`src/rtl/roi_capture_pkg.sv`:
```
// Package for the multi-window ROI capture stage.
// Holds the per-window operation codes, default widths and the fill colour that
// the shadow config holds after reset.
package roi_capture_pkg;

  localparam int unsigned DEFAULT_DATA_W  = 24;
  localparam int unsigned DEFAULT_NUM_WIN = 4;
  localparam int unsigned DEFAULT_CNT_W   = 12;

  // Per-window operation, 2 bits per window in win_mode.
  localparam logic [1:0] MODE_PASS  = 2'b00;
  localparam logic [1:0] MODE_FILL  = 2'b01;
  localparam logic [1:0] MODE_INV   = 2'b10;
  localparam logic [1:0] MODE_BLACK = 2'b11;

  // Shadow fill after reset: every active pixel is white until the first load.
  localparam logic [23:0] RESET_FILL_RGB = 24'hffffff;

endpackage

```
`src/rtl/roi_capture_multi_if.sv`:
```
// Video + window-config bundle for roi_capture_multi.
//   i_rgb/i_hsync/i_vsync/i_de : input video
//   win_en/win_x0/win_x1/win_y0/win_y1/win_mode/fill_rgb : window config (live, shadowed in DUT)
//   cfg_update/cfg_pending     : config load request / load outstanding
//   o_rgb/o_hsync/o_vsync/o_de/o_hit : output video, 2 cycles behind input
// Modports: master = video source / config owner, slave = capture stage.
interface roi_capture_multi_if
  import roi_capture_pkg::*;
#(
  parameter int unsigned DATA_W  = DEFAULT_DATA_W,
  parameter int unsigned NUM_WIN = DEFAULT_NUM_WIN,
  parameter int unsigned CNT_W   = DEFAULT_CNT_W
);

  logic [DATA_W-1:0]        i_rgb;
  logic                     i_hsync;
  logic                     i_vsync;
  logic                     i_de;
  logic [NUM_WIN-1:0]       win_en;
  logic [NUM_WIN*CNT_W-1:0] win_x0;
  logic [NUM_WIN*CNT_W-1:0] win_x1;
  logic [NUM_WIN*CNT_W-1:0] win_y0;
  logic [NUM_WIN*CNT_W-1:0] win_y1;
  logic [2*NUM_WIN-1:0]     win_mode;
  logic [DATA_W-1:0]        fill_rgb;
  logic                     cfg_update;
  logic                     cfg_pending;
  logic [DATA_W-1:0]        o_rgb;
  logic                     o_hsync;
  logic                     o_vsync;
  logic                     o_de;
  logic                     o_hit;

  modport master (
    output i_rgb, i_hsync, i_vsync, i_de,
    output win_en, win_x0, win_x1, win_y0, win_y1, win_mode, fill_rgb, cfg_update,
    input  cfg_pending, o_rgb, o_hsync, o_vsync, o_de, o_hit
  );

  modport slave (
    input  i_rgb, i_hsync, i_vsync, i_de,
    input  win_en, win_x0, win_x1, win_y0, win_y1, win_mode, fill_rgb, cfg_update,
    output cfg_pending, o_rgb, o_hsync, o_vsync, o_de, o_hit
  );

endinterface

```
`src/rtl/roi_window_hit.sv`:
```
// One ROI window: compares the pixel counters against the shadowed window
// rectangle (inclusive bounds) and registers the hit flag.
// With ROI_BORDER_EN defined it also registers a border flag (hit on any edge
// row/column of the window).
// Ports: pixelclk, reset_n, en, x0/x1/y0/y1 (window), hcnt/vcnt (position),
//        hit (registered), border (registered, ROI_BORDER_EN only).
module roi_window_hit
  import roi_capture_pkg::*;
#(
  parameter int unsigned CNT_W = DEFAULT_CNT_W
) (
  input  logic             pixelclk,
  input  logic             reset_n,
  input  logic             en,
  input  logic [CNT_W-1:0] x0,
  input  logic [CNT_W-1:0] x1,
  input  logic [CNT_W-1:0] y0,
  input  logic [CNT_W-1:0] y1,
  input  logic [CNT_W-1:0] hcnt,
  input  logic [CNT_W-1:0] vcnt,
  output logic             hit
`ifdef ROI_BORDER_EN
  ,
  output logic             border
`endif
);

  logic in_x, in_y, hit_d, hit_q;

  // An inverted range (x0 > x1 or y0 > y1) can never satisfy both bounds.
  assign in_x  = (hcnt >= x0) && (hcnt <= x1);
  assign in_y  = (vcnt >= y0) && (vcnt <= y1);
  assign hit_d = en && in_x && in_y;

  always_ff @(posedge pixelclk or negedge reset_n) begin
    if (!reset_n) hit_q <= 1'b0;
    else          hit_q <= hit_d;
  end

  assign hit = hit_q;

`ifdef ROI_BORDER_EN
  logic border_d, border_q;

  assign border_d = hit_d && ((hcnt == x0) || (hcnt == x1) || (vcnt == y0) || (vcnt == y1));

  always_ff @(posedge pixelclk or negedge reset_n) begin
    if (!reset_n) border_q <= 1'b0;
    else          border_q <= border_d;
  end

  assign border = border_q;
`endif

endmodule

```
`src/rtl/roi_capture_multi.sv`:
```
// Multi-window region-of-interest capture stage.
// Derives pixel/line counters from de/vsync, holds a frame-synchronous shadow
// copy of the window config, and per pixel applies the op of the lowest-index
// enabled window containing it (pass/fill/invert/black); pixels outside every
// window get the fill colour. Fixed 2-cycle latency, never stalls.
// Ports: pixelclk (rising edge), reset_n (async, active low),
//        bus (roi_capture_multi_if.slave): video in/out, window config,
//        cfg_update / cfg_pending.
// Optional: define ROI_BORDER_EN to paint the edge pixels of the winning window
//           with BORDER_RGB regardless of its mode.
module roi_capture_multi
  import roi_capture_pkg::*;
#(
  parameter int unsigned DATA_W  = DEFAULT_DATA_W,
  parameter int unsigned NUM_WIN = DEFAULT_NUM_WIN,
  parameter int unsigned CNT_W   = DEFAULT_CNT_W
`ifdef ROI_BORDER_EN
  ,
  parameter logic [DATA_W-1:0] BORDER_RGB = DATA_W'(24'hff0000)
`endif
) (
  input logic            pixelclk,
  input logic            reset_n,
  roi_capture_multi_if.slave bus
);

  // Input edge detection and counters.
  logic             vsync_q, de_q, vs_rise, de_fall;
  logic [CNT_W-1:0] hcnt_q, hcnt_d, vcnt_q, vcnt_d;

  assign vs_rise = bus.i_vsync && !vsync_q;
  assign de_fall = de_q && !bus.i_de;

  always_comb begin
    hcnt_d = hcnt_q;
    if (!bus.i_de)            hcnt_d = '0;
    else if (hcnt_q != '1)    hcnt_d = hcnt_q + CNT_W'(1);
    vcnt_d = vcnt_q;
    if (vs_rise)                         vcnt_d = '0;
    else if (de_fall && (vcnt_q != '1))  vcnt_d = vcnt_q + CNT_W'(1);
  end

  always_ff @(posedge pixelclk or negedge reset_n) begin
    if (!reset_n) begin
      vsync_q <= 1'b0;
      de_q    <= 1'b0;
      hcnt_q  <= '0;
      vcnt_q  <= '0;
    end else begin
      vsync_q <= bus.i_vsync;
      de_q    <= bus.i_de;
      hcnt_q  <= hcnt_d;
      vcnt_q  <= vcnt_d;
    end
  end

  // Shadow config: loaded only on a vsync rising edge with a request outstanding
  // (or arriving on that very cycle), so a frame never sees a half-applied config.
  logic                     cfg_load, cfg_pending_q;
  logic [NUM_WIN-1:0]       sh_en_q;
  logic [NUM_WIN*CNT_W-1:0] sh_x0_q, sh_x1_q, sh_y0_q, sh_y1_q;
  logic [2*NUM_WIN-1:0]     sh_mode_q;
  logic [DATA_W-1:0]        sh_fill_q;

  assign cfg_load = vs_rise && (cfg_pending_q || bus.cfg_update);

  always_ff @(posedge pixelclk or negedge reset_n) begin
    if (!reset_n) begin
      cfg_pending_q <= 1'b0;
      sh_en_q       <= '0;
      sh_x0_q       <= '0;
      sh_x1_q       <= '0;
      sh_y0_q       <= '0;
      sh_y1_q       <= '0;
      sh_mode_q     <= '0;
      sh_fill_q     <= DATA_W'(RESET_FILL_RGB);
    end else if (cfg_load) begin
      cfg_pending_q <= 1'b0;
      sh_en_q       <= bus.win_en;
      sh_x0_q       <= bus.win_x0;
      sh_x1_q       <= bus.win_x1;
      sh_y0_q       <= bus.win_y0;
      sh_y1_q       <= bus.win_y1;
      sh_mode_q     <= bus.win_mode;
      sh_fill_q     <= bus.fill_rgb;
    end else if (bus.cfg_update) begin
      cfg_pending_q <= 1'b1;
    end
  end

  // Stage 1: per-window hit flags, pixel and syncs.
  logic [NUM_WIN-1:0] hit1;
`ifdef ROI_BORDER_EN
  logic [NUM_WIN-1:0] border1;
`endif

  for (genvar k = 0; k < NUM_WIN; k++) begin : g_win
    roi_window_hit #(
      .CNT_W (CNT_W)
    ) u_hit (
      .pixelclk (pixelclk),
      .reset_n  (reset_n),
      .en       (sh_en_q[k]),
      .x0       (sh_x0_q[k*CNT_W +: CNT_W]),
      .x1       (sh_x1_q[k*CNT_W +: CNT_W]),
      .y0       (sh_y0_q[k*CNT_W +: CNT_W]),
      .y1       (sh_y1_q[k*CNT_W +: CNT_W]),
      .hcnt     (hcnt_q),
      .vcnt     (vcnt_q),
      .hit      (hit1[k])
`ifdef ROI_BORDER_EN
      ,
      .border   (border1[k])
`endif
    );
  end

  logic [DATA_W-1:0] pix1_q;
  logic              hs1_q, vs1_q, de1_q;

  always_ff @(posedge pixelclk or negedge reset_n) begin
    if (!reset_n) begin
      pix1_q <= '0;
      hs1_q  <= 1'b0;
      vs1_q  <= 1'b0;
      de1_q  <= 1'b0;
    end else begin
      pix1_q <= bus.i_rgb;
      hs1_q  <= bus.i_hsync;
      vs1_q  <= bus.i_vsync;
      de1_q  <= bus.i_de;
    end
  end

  // Stage 2: priority select (lowest index wins) and apply the window op.
  // Shadow regs only change at a vsync rising edge, outside active video.
  logic              found;
  logic [1:0]        sel_mode;
  logic [DATA_W-1:0] rgb_d;
  logic              hit_d;
`ifdef ROI_BORDER_EN
  logic              sel_border;
`endif

  always_comb begin
    found    = 1'b0;
    sel_mode = MODE_PASS;
`ifdef ROI_BORDER_EN
    sel_border = 1'b0;
`endif
    // Scan downwards so the lowest-index hit is written last.
    for (int k = NUM_WIN - 1; k >= 0; k--) begin
      if (hit1[k]) begin
        found    = 1'b1;
        sel_mode = sh_mode_q[2*k +: 2];
`ifdef ROI_BORDER_EN
        sel_border = border1[k];
`endif
      end
    end
  end

  always_comb begin
    rgb_d = sh_fill_q;
    hit_d = 1'b0;
    if (!de1_q) begin
      rgb_d = '0;
    end else if (found) begin
      hit_d = 1'b1;
      case (sel_mode)
        MODE_PASS:  rgb_d = pix1_q;
        MODE_FILL:  rgb_d = sh_fill_q;
        MODE_INV:   rgb_d = ~pix1_q;
        MODE_BLACK: rgb_d = '0;
      endcase
`ifdef ROI_BORDER_EN
      if (sel_border) rgb_d = BORDER_RGB;
`endif
    end
  end

  logic [DATA_W-1:0] rgb_q;
  logic              hs2_q, vs2_q, de2_q, hit2_q;

  always_ff @(posedge pixelclk or negedge reset_n) begin
    if (!reset_n) begin
      rgb_q  <= '0;
      hs2_q  <= 1'b0;
      vs2_q  <= 1'b0;
      de2_q  <= 1'b0;
      hit2_q <= 1'b0;
    end else begin
      rgb_q  <= rgb_d;
      hs2_q  <= hs1_q;
      vs2_q  <= vs1_q;
      de2_q  <= de1_q;
      hit2_q <= hit_d;
    end
  end

  assign bus.o_rgb       = rgb_q;
  assign bus.o_hsync     = hs2_q;
  assign bus.o_vsync     = vs2_q;
  assign bus.o_de        = de2_q;
  assign bus.o_hit       = hit2_q;
  assign bus.cfg_pending = cfg_pending_q;

endmodule

```
`src/flat_wrapper.sv`:
```
// flat-port wrapper written by rule: the top's interface ports become plain ports
module roi_capture_multi_flat import roi_capture_pkg::*;
#(
  parameter int unsigned DATA_W  = DEFAULT_DATA_W,
  parameter int unsigned NUM_WIN = DEFAULT_NUM_WIN,
  parameter int unsigned CNT_W   = DEFAULT_CNT_W

)
  (pixelclk, reset_n, bus_i_rgb, bus_i_hsync, bus_i_vsync, bus_i_de, bus_win_en, bus_win_x0, bus_win_x1, bus_win_y0, bus_win_y1, bus_win_mode, bus_fill_rgb, bus_cfg_update, bus_cfg_pending, bus_o_rgb, bus_o_hsync, bus_o_vsync, bus_o_de, bus_o_hit);
  roi_capture_multi_if #(.DATA_W(DATA_W), .NUM_WIN(NUM_WIN), .CNT_W(CNT_W)) bus_i ();
  input logic pixelclk;
  input logic reset_n;
  input wire logic [$bits(bus_i.i_rgb)-1:0] bus_i_rgb;
  input wire logic [$bits(bus_i.i_hsync)-1:0] bus_i_hsync;
  input wire logic [$bits(bus_i.i_vsync)-1:0] bus_i_vsync;
  input wire logic [$bits(bus_i.i_de)-1:0] bus_i_de;
  input wire logic [$bits(bus_i.win_en)-1:0] bus_win_en;
  input wire logic [$bits(bus_i.win_x0)-1:0] bus_win_x0;
  input wire logic [$bits(bus_i.win_x1)-1:0] bus_win_x1;
  input wire logic [$bits(bus_i.win_y0)-1:0] bus_win_y0;
  input wire logic [$bits(bus_i.win_y1)-1:0] bus_win_y1;
  input wire logic [$bits(bus_i.win_mode)-1:0] bus_win_mode;
  input wire logic [$bits(bus_i.fill_rgb)-1:0] bus_fill_rgb;
  input wire logic [$bits(bus_i.cfg_update)-1:0] bus_cfg_update;
  output wire logic [$bits(bus_i.cfg_pending)-1:0] bus_cfg_pending;
  output wire logic [$bits(bus_i.o_rgb)-1:0] bus_o_rgb;
  output wire logic [$bits(bus_i.o_hsync)-1:0] bus_o_hsync;
  output wire logic [$bits(bus_i.o_vsync)-1:0] bus_o_vsync;
  output wire logic [$bits(bus_i.o_de)-1:0] bus_o_de;
  output wire logic [$bits(bus_i.o_hit)-1:0] bus_o_hit;
  assign bus_i.i_rgb = bus_i_rgb;
  assign bus_i.i_hsync = bus_i_hsync;
  assign bus_i.i_vsync = bus_i_vsync;
  assign bus_i.i_de = bus_i_de;
  assign bus_i.win_en = bus_win_en;
  assign bus_i.win_x0 = bus_win_x0;
  assign bus_i.win_x1 = bus_win_x1;
  assign bus_i.win_y0 = bus_win_y0;
  assign bus_i.win_y1 = bus_win_y1;
  assign bus_i.win_mode = bus_win_mode;
  assign bus_i.fill_rgb = bus_fill_rgb;
  assign bus_i.cfg_update = bus_cfg_update;
  assign bus_cfg_pending = bus_i.cfg_pending;
  assign bus_o_rgb = bus_i.o_rgb;
  assign bus_o_hsync = bus_i.o_hsync;
  assign bus_o_vsync = bus_i.o_vsync;
  assign bus_o_de = bus_i.o_de;
  assign bus_o_hit = bus_i.o_hit;
  roi_capture_multi #(.DATA_W(DATA_W), .NUM_WIN(NUM_WIN), .CNT_W(CNT_W)) u_core (.pixelclk(pixelclk), .reset_n(reset_n), .bus(bus_i));
endmodule
```
`config.mk`:
```
export PLATFORM = sky130hd
export DESIGN_NAME = roi_capture_multi_flat
export DESIGN_NICKNAME = d
export VERILOG_FILES = /design/src/rtl/roi_capture_pkg.sv /design/src/rtl/roi_capture_multi_if.sv /design/src/rtl/roi_window_hit.sv /design/src/rtl/roi_capture_multi.sv /design/src/flat_wrapper.sv
export SDC_FILE = /design/constraint.sdc
export NUM_CORES = 1
export LEC_CHECK = 0
export BUFFER_PORTS_ARGS = -buffer_cell sky130_fd_sc_hd__buf_2
export CORE_MARGIN = 2
export CORE_UTILIZATION = 45
export CTS_BUF_LIST = sky130_fd_sc_hd__clkbuf_16
export CTS_CLUSTER_SIZE = 40
export DETAILED_ROUTE_END_ITERATION = 8
export PLACE_DENSITY = 0.67
export SLEW_MARGIN = 0
export SYNTH_ARGS = -nofsm -noshare
export SYNTH_HDL_FRONTEND = slang
export SYNTH_SLANG_ARGS = --single-unit
```
`constraint.sdc`:
```
create_clock -name pixelclk -period 2.5 [get_ports pixelclk]
set_input_delay 0.25 -clock pixelclk [delete_from_list [all_inputs] [get_ports pixelclk]]
set_output_delay 0.25 -clock pixelclk [all_outputs]
set_load 0.05 [all_outputs]
```
# Word-level counts from Yosys, hierarchy flattened
# Index checks and enable logic that the tools add are counted.
totals:
  ff_bits: 312
  latch_bits: 0
  mem_bits_rw: 0
  romBits: 0
  input_bits: 258
  output_inout_bits: 29
  wordCells: 93
  memories: 0
classes:
  n_addsub: 2
  multipliers: 0
  div: 0
  magnitude_cmp: 16
  eq_ne: 6
  shift: 0
  muxes: 19
  n_bitwise: 1
  reduce_logical: 26
ops:
  columns: ["op", "n"]
  rows:
  - ["$ge A12 B12 Y1", 8]
  - ["$le A12 B12 Y1", 8]
  - ["$pmux W24 S4", 1]
  - ["$mux W12", 4]
  - ["$mux W24", 2]
  - ["$add A12 B1 Y12 const B", 2]
  - ["$ne A12 B12 Y1 const B", 2]
  - ["$not A24 Y24", 1]
  - ["$logic_and A1 B1 Y1", 20]
  - ["$mux W1", 8]
  - ["$mux W2", 4]
  - ["$eq A2 B2 Y1 const B", 2]
  - ["$reduce_bool A2 Y1", 2]
  - ["$eq A2 B1 Y1 const B", 1]
  - ["$logic_not A1 Y1", 2]
  - ["$logic_not A2 Y1", 1]
  - ["$ne A2 B1 Y1 const B", 1]
  - ["$logic_or A1 B1 Y1", 1]

# Depth between registers and ports, before layout
# Gate-level depths: netlist of the first run.
depth:
  depth_word: 8
  ltp_mapped: 8
  depth_no_buf: 8

# By module
# A second synthesis of the first run with hierarchy kept.
unflattened:
  cells_unflattened: 1405
  area_unflattened_um2: 16791.1
by_module_without_submodules:
  columns: ["module", "instances", "cells_each", "area_per_inst_um2"]
  rows:
  - ["roi_capture_multi", 1, 773, 11766.3]
  - ["roi_window_hit", 4, 158, 1256.2]

# Worst setup path before layout of the first run
# No wires, ideal clock.
synth_path:
  path_type: "register to register"
  startpoint: "register u_core.hcnt_q[5]"
  endpoint: "register u_core.g_win[0].u_hit.hit_q"
  setup_time_ns: 0.131
  arrival_time_ns: 1.791
  required_time_ns: 2.369
  path_slack_ns: 0.578
  stages_incl_launch_ff: 8
  n_path_buf: 0
  period_less_slack_ns: 1.922
  cell_sequence: "dfrtp_1 ha_1 a21oi_1 nor2_1 a2111oi_0 o31ai_1 a221oi_1 nor3_1"
synth_between:
  elab_chain_cells: 4
synth_lines:
  columns: ["item", "line", "text"]
  rows:
  - ["start: declaration", "roi_capture_multi.sv:29", "logic [CNT_W-1:0] hcnt_q, hcnt_d, vcnt_q, vcnt_d;"]
  - ["start signal: assignment", "roi_capture_multi.sv:52", "hcnt_q <= hcnt_d;"]
  - ["$ge A12 B12 Y1 / $le A12 B12 Y1 (equally long branches)", "roi_window_hit.sv:31", "assign in_x = (hcnt >= x0) && (hcnt <= x1);"]
  - ["$logic_and A1 B1 Y1 (*)", "roi_window_hit.sv:31", null]
  - ["$logic_and A1 B1 Y1 (*) (2 in series)", "roi_window_hit.sv:33", "assign hit_d = en && in_x && in_y;"]
  - ["via u_core.g_win[0].u_hit.hit_d", "roi_window_hit.sv:28", "logic in_x, in_y, hit_d, hit_q;"]
  - ["end signal: assignment", "roi_window_hit.sv:37", "else hit_q <= hit_d;"]
  - ["end: declaration", "roi_window_hit.sv:28", null]
# The timed path passes the listed nets; every way through them passes the cells marked *.
# A chain may end at the register's enable or synchronous reset.

# Worst setup path after layout of the first run
layout_path:
  startpoint: "register u_core.vcnt_q[6]"
  endpoint: "register u_core.g_win[3].u_hit.hit_q"
layout_between:
  elab_chain_cells: 3
layout_lines:
  columns: ["item", "line", "text"]
  rows:
  - ["start: declaration", "roi_capture_multi.sv:29", null]
  - ["start signal: assignment", "roi_capture_multi.sv:53", "vcnt_q <= vcnt_d;"]
  - ["$ge A12 B12 Y1 / $le A12 B12 Y1 (equally long branches)", "roi_window_hit.sv:32", "assign in_y = (vcnt >= y0) && (vcnt <= y1);"]
  - ["$logic_and A1 B1 Y1 (*)", "roi_window_hit.sv:32", null]
  - ["$logic_and A1 B1 Y1 (*)", "roi_window_hit.sv:33", null]
  - ["via u_core.g_win[3].u_hit.hit_d", "roi_window_hit.sv:28", null]
  - ["end signal: assignment", "roi_window_hit.sv:37", null]
  - ["end: declaration", "roi_window_hit.sv:28", null]
# Marked as above.

==> impl_metrics.env, run 1 <==
export IMPL_run_status="completed"
export IMPL_grt_first_pass_wirelength_mm=75.71
export IMPL_cp_start_kind="flip-flop"
export IMPL_critical_path_max_fanout=10
export IMPL_initial_antenna_violation_count=1
export IMPL_layout_core_utilization=0.6206
export IMPL_dr_vias=13820
export IMPL_worst_hold_slack_ns=0.02500
export IMPL_routed_wl_met3_mm=2.556
export IMPL_worstMarginPinSlew_ns=0.6184
export IMPL_final_setup_violating_endpoints=0
export IMPL_timing_setup_tns_ns=0
export IMPL_rsz0062_at_grt="no"
export IMPL_worst_ep_arrival_time_ns=2.79
export IMPL_finalHoldViolCount=0
export IMPL_die_footprint_sq_mm=0.03738
export IMPL_vias_in_the_first_global_route=14490
export IMPL_cts_root_buffer="sky130_fd_sc_hd__clkbuf_16"
export IMPL_power_mw=13.84
export IMPL_min_path_type="primary input to flip-flop"
export IMPL_core_rowCount=69
export IMPL_grt_util_all_layers=0.2522
export IMPL_detail_route_met2_wl_mm=23.33
export IMPL_met1Wirelength_mm=20.05
export IMPL_number_of_clock_buffers_inserted_by_tritoncts=36
export IMPL_synth_cell_types=53
export IMPL_clk_transition_reported_paths_ns=0.06
export IMPL_boundaryPins=287
export IMPL_finalWirelength_mm=47.43
export IMPL_multi_input_area_sq_mm=0.007360
export IMPL_required_time_worst_endpoint_ns=2.89
export IMPL_post_route_cells_drive_above_1_share=0.2172
export IMPL_crit_reg2reg_launch="u_core.vcnt_q[6]$_DFFE_PN0P_"
export IMPL_tritoncts_num_sinks=312
export IMPL_max_clock_path_buffers=3
export IMPL_antenna_left=0
export IMPL_synthesis_nets=2026
export IMPL_area_overhead_vs_synth_pct=36.17
export IMPL_timing_clock_skew_ns=0.02244
export IMPL_cp_num_buf_inv=0
export IMPL_mappedNetlistArea_sq_mm=0.01613
export IMPL_hold_start="bus_win_y1[40]"
export IMPL_global_route_overflow_total=0
export IMPL_fillerInstances=2772
export IMPL_cts_tree="done"
export IMPL_synthFlopType="sky130_fd_sc_hd__dfrtp_1"
export IMPL_crit_chain="ha_1, nand2_1, nor2_1, a2111oi_0, o31ai_1, a221oi_2, nor3_1"
export IMPL_ctsHtreeMaxLevel=2
export IMPL_post_cts_buffers=0
export IMPL_min_period_over_period=0.9603
export IMPL_critical_path_slowest_cell="sky130_fd_sc_hd__dfrtp_1"
export IMPL_routed_top_layer="met4"
export IMPL_pin_count_of_the_biggest_net_entering_global_routing=118
export IMPL_power_static_leakage_nw=10.79
export IMPL_first_pass_iters=5
export IMPL_syn_instance_count=1574
export IMPL_hpwl_mm=32.03
export IMPL_placement_io_buffers=286
export IMPL_yosys_warnings=0
export IMPL_critical_path_max_stage_delay_ns=0.67
export IMPL_synth_edf_count=0
export IMPL_vdd_ir_drop_worst_mv=0.5710
export IMPL_relSlewSlack=0.5877
export IMPL_finalMaxSlewViolations=0
export IMPL_detail_route_iter0_violations=738
export IMPL_async_reset_ff_frac=1.000
export IMPL_die_height_um=193.3
export IMPL_post_route_drc_count=0
export IMPL_worst_skew_pair_late_latency_ns=0.53
export IMPL_max_cap_violations=0
export IMPL_crit_path_end_kind="flip-flop"
export IMPL_fp_coreArea_sq_mm=0.03540
export IMPL_initial_core_util=0.4557
export IMPL_avgSynthCellArea_sq_um=10.25
export IMPL_num_nets_final=2599
export IMPL_critical_path_top_delay_family="compound AO/OA/AOI/OAI gates"
export IMPL_routed_via_density=5.243
export IMPL_synth_yosys_seq_area_share=0.4858
export IMPL_seq_area_sq_mm=0.007838
export IMPL_clock_fmax_mhz=416.5
export IMPL_routedWlPerCell_um=18.00
export IMPL_die_w_um=193.3
export IMPL_pwr_density_cell_mw_per_mm2=630.0
export IMPL_finalWeightedCongestion=0.8557
export IMPL_synth_seq_cells=312
export IMPL_critical_path_startpoint="u_core.vcnt_q[6]$_DFFE_PN0P_"
export IMPL_final_min_clock_period_ns=2.401
export IMPL_worst_setup_path_type="flip-flop to flip-flop"
==> logic make-up after synthesis <==
group	count (synthesis)	synth area share
mux	54	0.03754
fa+ha+maj	194	0.1505
flops	312	0.4858
simple gates	375	0.1087
compound gates	363	0.1370
buf+inv	237	0.05918
xor+xnor	39	0.02117
==> through the flow <==
step           setup slack [ns]  std cells  area [sq um]
2_1_floorplan            0.5780       1574         16130
3_3_place_gp            -0.1059       2315         18350
3_5_place_dp           -0.09161       2315         18350
4_1_cts                 0.04664       2634         21950
5_1_grt                0.004208       2635         21970
6_report                0.09915       2635         21970
==> final timing paths <==
path	endpoint	slack (ns)	cells after the start
min in group asynchronous	u_core.sh_y0_q[23]$_DFFE_PN0P_	0.26	2
min	u_core.sh_y1_q[40]$_DFFE_PN0P_	0.03	3
min reg2reg	u_core.bus.o_hsync$_DFF_PN0_	0.36	0
max	u_core.g_win[3].u_hit.hit$_DFF_PN0_	0.1	7
max in group asynchronous	u_core.sh_fill_q[1]$_DFFE_PN1P_	1.45	3
max reg2reg	u_core.g_win[3].u_hit.hit$_DFF_PN0_	0.1	7
==> cell type report <==
class / instances / area share
multi-input cells: 1025 / 0.3350
well taps: 461 / 0.02626
clock inverters: 27 / 0.005411
flip-flops and latches: 312 / 0.3568
clock buffers: 37 / 0.04215
repair buffers: 590 / 0.2031
inverters: 182 / 0.03110
diodes: 1 / 0.0001139
==> layer usage <==
layer / vias to the layer above / track usage
met5: - / 0
met4: 0 / 0.08708
met3: 105 / 0.03713
met2: 468 / 0.4339
met1: 6674 / 0.3257
li1: 6568 / -
==> cell usage in the layout (no fill, tap or decap), types with 3 or more instances in the layout <==
cell	n
sky130_fd_sc_hd__o211ai_1	8
sky130_fd_sc_hd__clkbuf_16	37
sky130_fd_sc_hd__o21bai_1	4
sky130_fd_sc_hd__buf_2	285
sky130_fd_sc_hd__a211oi_1	24
sky130_fd_sc_hd__clkinv_1	9
sky130_fd_sc_hd__buf_4	41
sky130_fd_sc_hd__o21ai_0	191
sky130_fd_sc_hd__nand3_1	18
sky130_fd_sc_hd__mux2_2	52
sky130_fd_sc_hd__inv_1	190
sky130_fd_sc_hd__a2111oi_0	7
sky130_fd_sc_hd__a21oi_1	45
sky130_fd_sc_hd__a21o_1	20
sky130_fd_sc_hd__xor2_1	9
sky130_fd_sc_hd__clkinv_2	8
sky130_fd_sc_hd__a22oi_1	24
sky130_fd_sc_hd__buf_12	8
sky130_fd_sc_hd__o221ai_1	4
sky130_fd_sc_hd__o21ai_1	3
sky130_fd_sc_hd__nand2b_1	10
sky130_fd_sc_hd__o31a_1	5
sky130_fd_sc_hd__xnor2_1	30
sky130_fd_sc_hd__o2111a_1	4
sky130_fd_sc_hd__ha_1	194
sky130_fd_sc_hd__nand4_1	35
sky130_fd_sc_hd__a221oi_1	3
sky130_fd_sc_hd__dlygate4sd3_1	255
sky130_fd_sc_hd__dfrtp_1	288
sky130_fd_sc_hd__o2111ai_1	4
sky130_fd_sc_hd__nand2_1	203
sky130_fd_sc_hd__o31ai_1	8
sky130_fd_sc_hd__nor4_1	4
sky130_fd_sc_hd__nor2b_1	35
sky130_fd_sc_hd__dfstp_2	24
sky130_fd_sc_hd__nor2_1	42
sky130_fd_sc_hd__nor3_1	11
==> where the power goes <==
part / total (mW) / switching (mW) / internal, mW
Sequential: 6.09 / 0.281 / 5.81
Combinational: 3.01 / 1.67 / 1.34
Clock: 4.74 / 2.07 / 2.67
Total: 13.8 / 4.02 / 9.82
==> Yosys cell counts, types with 28 or more instances <==
| cell type | number | area share |
|---|---|---|
| sky130_fd_sc_hd__nor2b_1 | 36 | 0.014 |
| sky130_fd_sc_hd__nand2_1 | 203 | 0.047 |
| sky130_fd_sc_hd__ha_1 | 194 | 0.15 |
| sky130_fd_sc_hd__mux2_2 | 52 | 0.036 |
| sky130_fd_sc_hd__o21ai_0 | 191 | 0.059 |
| sky130_fd_sc_hd__a21oi_1 | 45 | 0.014 |
| sky130_fd_sc_hd__buf_2 | 28 | 0.0087 |
| sky130_fd_sc_hd__nand4_1 | 35 | 0.014 |
| sky130_fd_sc_hd__inv_1 | 182 | 0.042 |
| sky130_fd_sc_hd__xnor2_1 | 30 | 0.016 |
| sky130_fd_sc_hd__dfrtp_1 | 288 | 0.45 |
| sky130_fd_sc_hd__nor2_1 | 42 | 0.0098 |
==> worst min-delay path, stage by stage <==
cell                      delay (ns)
sky130_fd_sc_hd__buf_2          0.12
sky130_fd_sc_hd__nand2_1        0.05
sky130_fd_sc_hd__o21ai_0        0.08
==> timing repair <==
item / in CTS / in global routing
endpoints found under the setup margin: 1 / 2
resized for setup: 1 / 2
hold endpoints to repair: 300 / 0
hold buffers: 255 / 0
==> sequential cells by signal, indices dropped and copies added (netlist names), 4 cells and up <==
register and count:
u_core.sh_fill_q 24, u_core.sh_mode_q 8, u_core.g_win.u_hit.hit 4, u_core.hcnt_q 12, u_core.vcnt_q 12, u_core.sh_x0_q 48
u_core.pix1_q 24, u_core.sh_en_q 4, u_core.sh_y1_q 48, u_core.sh_y0_q 48, u_core.sh_x1_q 48, u_core.bus.o_rgb 24
Power figures use the tool's default switching activity.
==> run 2, diff against run 1 <==
--- a/config.mk
+++ b/config.mk
@@ -5,13 +5,14 @@
 export SDC_FILE = /design/constraint.sdc
 export NUM_CORES = 1
 export LEC_CHECK = 0
+export ABC_AREA = 1
 export BUFFER_PORTS_ARGS = -buffer_cell sky130_fd_sc_hd__buf_2
 export CORE_MARGIN = 2
-export CORE_UTILIZATION = 45
+export CORE_UTILIZATION = 50
 export CTS_BUF_LIST = sky130_fd_sc_hd__clkbuf_16
 export CTS_CLUSTER_SIZE = 40
 export DETAILED_ROUTE_END_ITERATION = 8
-export PLACE_DENSITY = 0.67
+export PLACE_DENSITY = 0.72
 export SLEW_MARGIN = 0
 export SYNTH_ARGS = -nofsm -noshare
 export SYNTH_HDL_FRONTEND = slang
==> impl_metrics.env, run 2 <==
export IMPL_run_status="complete, but fails checks"
export IMPL_violations="negative hold slack"
export IMPL_crit_path_end_kind="flip-flop"
export IMPL_synthTopCellsByCount="sky130_fd_sc_hd__nand2_1 (580), sky130_fd_sc_hd__dfrtp_1 (288), sky130_fd_sc_hd__inv_1 (267)"
export IMPL_cts_tree="done"
export IMPL_clock_fmax_mhz=456.5
export IMPL_cts_repair_resized=0
export IMPL_critical_path_slowest_cell="sky130_fd_sc_hd__dfrtp_1"
export IMPL_avgSynthCellArea_sq_um=8.386
export IMPL_power_mw=14.54
export IMPL_post_place_ws_ns=0.3930
export IMPL_clk_transition_reported_paths_ns=0.06
export IMPL_finalHoldViolCount=1
export IMPL_detail_route_iter0_violations=1239
export IMPL_hpwl_mm=32.92
export IMPL_crit_reg2reg_launch="u_core.hcnt_q[9]$_DFFE_PN0P_"
export IMPL_routed_via_density=5.217
export IMPL_core_rowCount=67
export IMPL_clock_power_share=0.378
export IMPL_worst_skew_pair_late_latency_ns=0.52
export IMPL_swShare=0.2928
export IMPL_die_footprint_sq_mm=0.03499
export IMPL_boundaryPins=287
export IMPL_final_cell_mix="sky130_fd_sc_hd__nand2_1 (580), sky130_fd_sc_hd__dfrtp_1 (288), sky130_fd_sc_hd__buf_2 (285)"
export IMPL_finalInstanceArea_sq_mm=0.02257
export IMPL_muxShareOfSynthArea=0
export IMPL_grt_first_pass_wirelength_mm=83.13
export IMPL_antenna_left=0
export IMPL_timing_clock_skew_ns=0.01460
export IMPL_worst_setup_path_type="flip-flop to flip-flop"
export IMPL_cell_taking_the_most_area_after_synthesis="sky130_fd_sc_hd__dfrtp_1"
export IMPL_cp_num_buf_inv=0
export IMPL_initial_antenna_violation_count=2
export IMPL_finalMaxSlewViolations=0
export IMPL_power_static_leakage_nw=11.78
export IMPL_placement_io_buffers=286
export IMPL_pwr_density_cell_mw_per_mm2=644.0
export IMPL_synthFlopType="sky130_fd_sc_hd__dfrtp_1"
export IMPL_critical_path_startpoint="u_core.hcnt_q[9]$_DFFE_PN0P_"
export IMPL_synthesis_nets=2450
export IMPL_combinational_group_share_of_total_power=0.207
export IMPL_hold_start="bus_win_x0[2]"
export IMPL_synthSimpleGateAreaFrac=0.2025
export IMPL_dr_vias=15770
export IMPL_share_seq_of_total_power=0.415
export IMPL_critical_path_top_delay_family="flip-flops"
export IMPL_worstMarginPinSlew_ns=0.8297
export IMPL_tritoncts_num_sinks=312
export IMPL_yosys_area_share_xor_xnor=0.001568
export IMPL_worst_hold_slack_ns=-0.001567
export IMPL_required_time_worst_endpoint_ns=2.95
export IMPL_number_of_placed_cells_counting_well_taps=2707
export IMPL_vdd_ir_drop_worst_mv=0.4444
export IMPL_pin_count_of_the_biggest_net_entering_global_routing=84
export IMPL_die_height_um=187.1
export IMPL_relSlewSlack=0.4469
export IMPL_setup_slack_of_the_worst_register_to_register_path_ns=0.31
export IMPL_internal_power_mw=10.28
export IMPL_area_overhead_vs_synth_pct=34.72
export IMPL_min_period_over_period=0.8762
export IMPL_cts_root_buffer="sky130_fd_sc_hd__clkbuf_16"
export IMPL_dominant_combinational_cell_family_by_area_after_synthesis="simple AND/OR/NAND/NOR gates"
export IMPL_layout_commonest_cell="sky130_fd_sc_hd__nand2_1"
export IMPL_dpl_cell_area_sq_mm=0.01885
export IMPL_finalWeightedCongestion=0.9089
export IMPL_yosys_warnings=0
export IMPL_post_route_drc_count=0
export IMPL_synth_adder_area_share=0.1449
export IMPL_synth_seq_cells=312
export IMPL_final_setup_violating_endpoints=0
export IMPL_fp_coreArea_sq_mm=0.03328
export IMPL_final_min_clock_period_ns=2.191
export IMPL_layout_cells_non_filler=3023
export IMPL_layout_setup_ws_ns=0.3095
export IMPL_layout_core_utilization=0.6783
export IMPL_timing_setup_tns_ns=0
export IMPL_cp_start_kind="flip-flop"
export IMPL_max_cap_violations=0
export IMPL_crit_chain="ha_1, a21oi_1, nor2_1, nor3_1, nand3_1, nand2_1, nand3_1, nor2_1"
export IMPL_rsz0062_at_grt="no"
export IMPL_syn_instance_count=1998
export IMPL_post_synth_top_count_cell="sky130_fd_sc_hd__nand2_1"
export IMPL_global_route_overflow_total=0
export IMPL_post_route_cells_drive_above_1_share=0.1664
export IMPL_synth_top_area_share=0.4301
export IMPL_vias_in_the_first_global_route=16370
export IMPL_power_switching_mw=4.256
export IMPL_first_pass_iters=6
export IMPL_die_w_um=187.1
export IMPL_finalWirelength_mm=51.67
export IMPL_async_reset_ff_frac=1.000
export IMPL_critical_path_max_stage_delay_ns=0.78
export IMPL_number_of_clock_buffers_inserted_by_tritoncts=36
export IMPL_routedWlPerCell_um=17.09
export IMPL_ctsHtreeMaxLevel=2
export IMPL_synthTopCellsByArea="sky130_fd_sc_hd__dfrtp_1 (43%), sky130_fd_sc_hd__ha_1 (14%), sky130_fd_sc_hd__nand2_1 (13%)"
export IMPL_synth_compound_area_share=0.1039
export IMPL_max_clock_path_buffers=3
export IMPL_initial_core_util=0.5035
export IMPL_synth_edf_count=0
export IMPL_min_path_type="primary input to flip-flop"
export IMPL_critical_path_max_fanout=12
export IMPL_synth_yosys_seq_area_share=0.4677
export IMPL_synth_cell_types=40
export IMPL_worst_ep_arrival_time_ns=2.64
export IMPL_num_nets_final=2998
export IMPL_mappedNetlistArea_sq_mm=0.01676
export IMPL_grt_util_all_layers=0.2958
[run 2: cell types whose count changed after synthesis, moves of 30 or more]
| cell | before | now |
|---|---|---|
| sky130_fd_sc_hd__nor2b_1 | 36 | 4 |
| sky130_fd_sc_hd__nor2_1 | 42 | 83 |
| sky130_fd_sc_hd__mux2_2 | 52 | 0 |
| sky130_fd_sc_hd__xnor2_1 | 30 | 0 |
| sky130_fd_sc_hd__nand3_1 | 18 | 75 |
| sky130_fd_sc_hd__o21ai_1 | 3 | 55 |
| sky130_fd_sc_hd__nand2_1 | 203 | 580 |
| sky130_fd_sc_hd__a21oi_1 | 45 | 96 |
| sky130_fd_sc_hd__inv_1 | 182 | 267 |
[run 2: repair_timing]
| item | in CTS | in global routing |
|---|---|---|
| buffers inserted | 0 | 0 |
| setup endpoints to repair | 0 | 0 |
| hold endpoints to repair | 296 | 1 |
| hold buffers | 248 | 1 |
[run 2: layer usage]
metal | vias up | global-route usage | routed length (um)
met5 | - | 0 | 0
met4 | 0 | 0.1206 | 1884
met3 | 136 | 0.04447 | 3169
met2 | 617 | 0.5081 | 25250
met1 | 7468 | 0.3751 | 21360
li1 | 7551 | - | -
[run 2: final cells by class]
type | instances | area (sq um)
Timing Repair Buffer | 571 | 4329
Clock inverter | 27 | 299.0
Multi-Input combinational cell | 1352 | 7589
Sequential cell | 312 | 7838
Inverter | 273 | 1026
Tap cell | 448 | 560.5
Fill cell | 2479 | 10710
Antenna cell | 3 | 7.507
Clock buffer | 37 | 925.9
[run 2: cell families (layout without fill, tap and decap cells)]
logic type	Yosys count	after routing
AO/OA/AOI/OAI	336	336
XOR/XNOR	3	3
adder cells (fa/ha/maj)	194	194
buffers and inverters	334	908
flip-flops	312	312
other	0	3
AND/OR/NAND/NOR	819	819
[run 2: power groups by stage]
stage	Sequential [mW]	Clock, mW	Combinational (mW)
after global routing	6.09	5.77	3.40
after detailed placement	6.10	0	2.62
after floorplan	6.18	0	1.54
after global placement	6.08	0	2.52
after CTS	6.02	5.55	2.95
final	6.03	5.49	3.01
[run 2: worst min-delay path, cell delays in order]
cell and delay (ns):
sky130_fd_sc_hd__buf_2 0.08, sky130_fd_sc_hd__nand2_1 0.07, sky130_fd_sc_hd__o21ai_0 0.08
[run 2: final timing paths]
kind	to	cells past startpoint
max	u_core.g_win[0].u_hit.hit$_DFF_PN0_	8
min	u_core.sh_x0_q[2]$_DFFE_PN0P_	3
max reg2reg	u_core.g_win[0].u_hit.hit$_DFF_PN0_	8
min reg2reg	u_core.bus.o_hsync$_DFF_PN0_	0
max in group asynchronous	u_core.sh_fill_q[19]$_DFFE_PN1P_	3
min in group asynchronous	u_core.sh_x1_q[32]$_DFFE_PN0P_	2
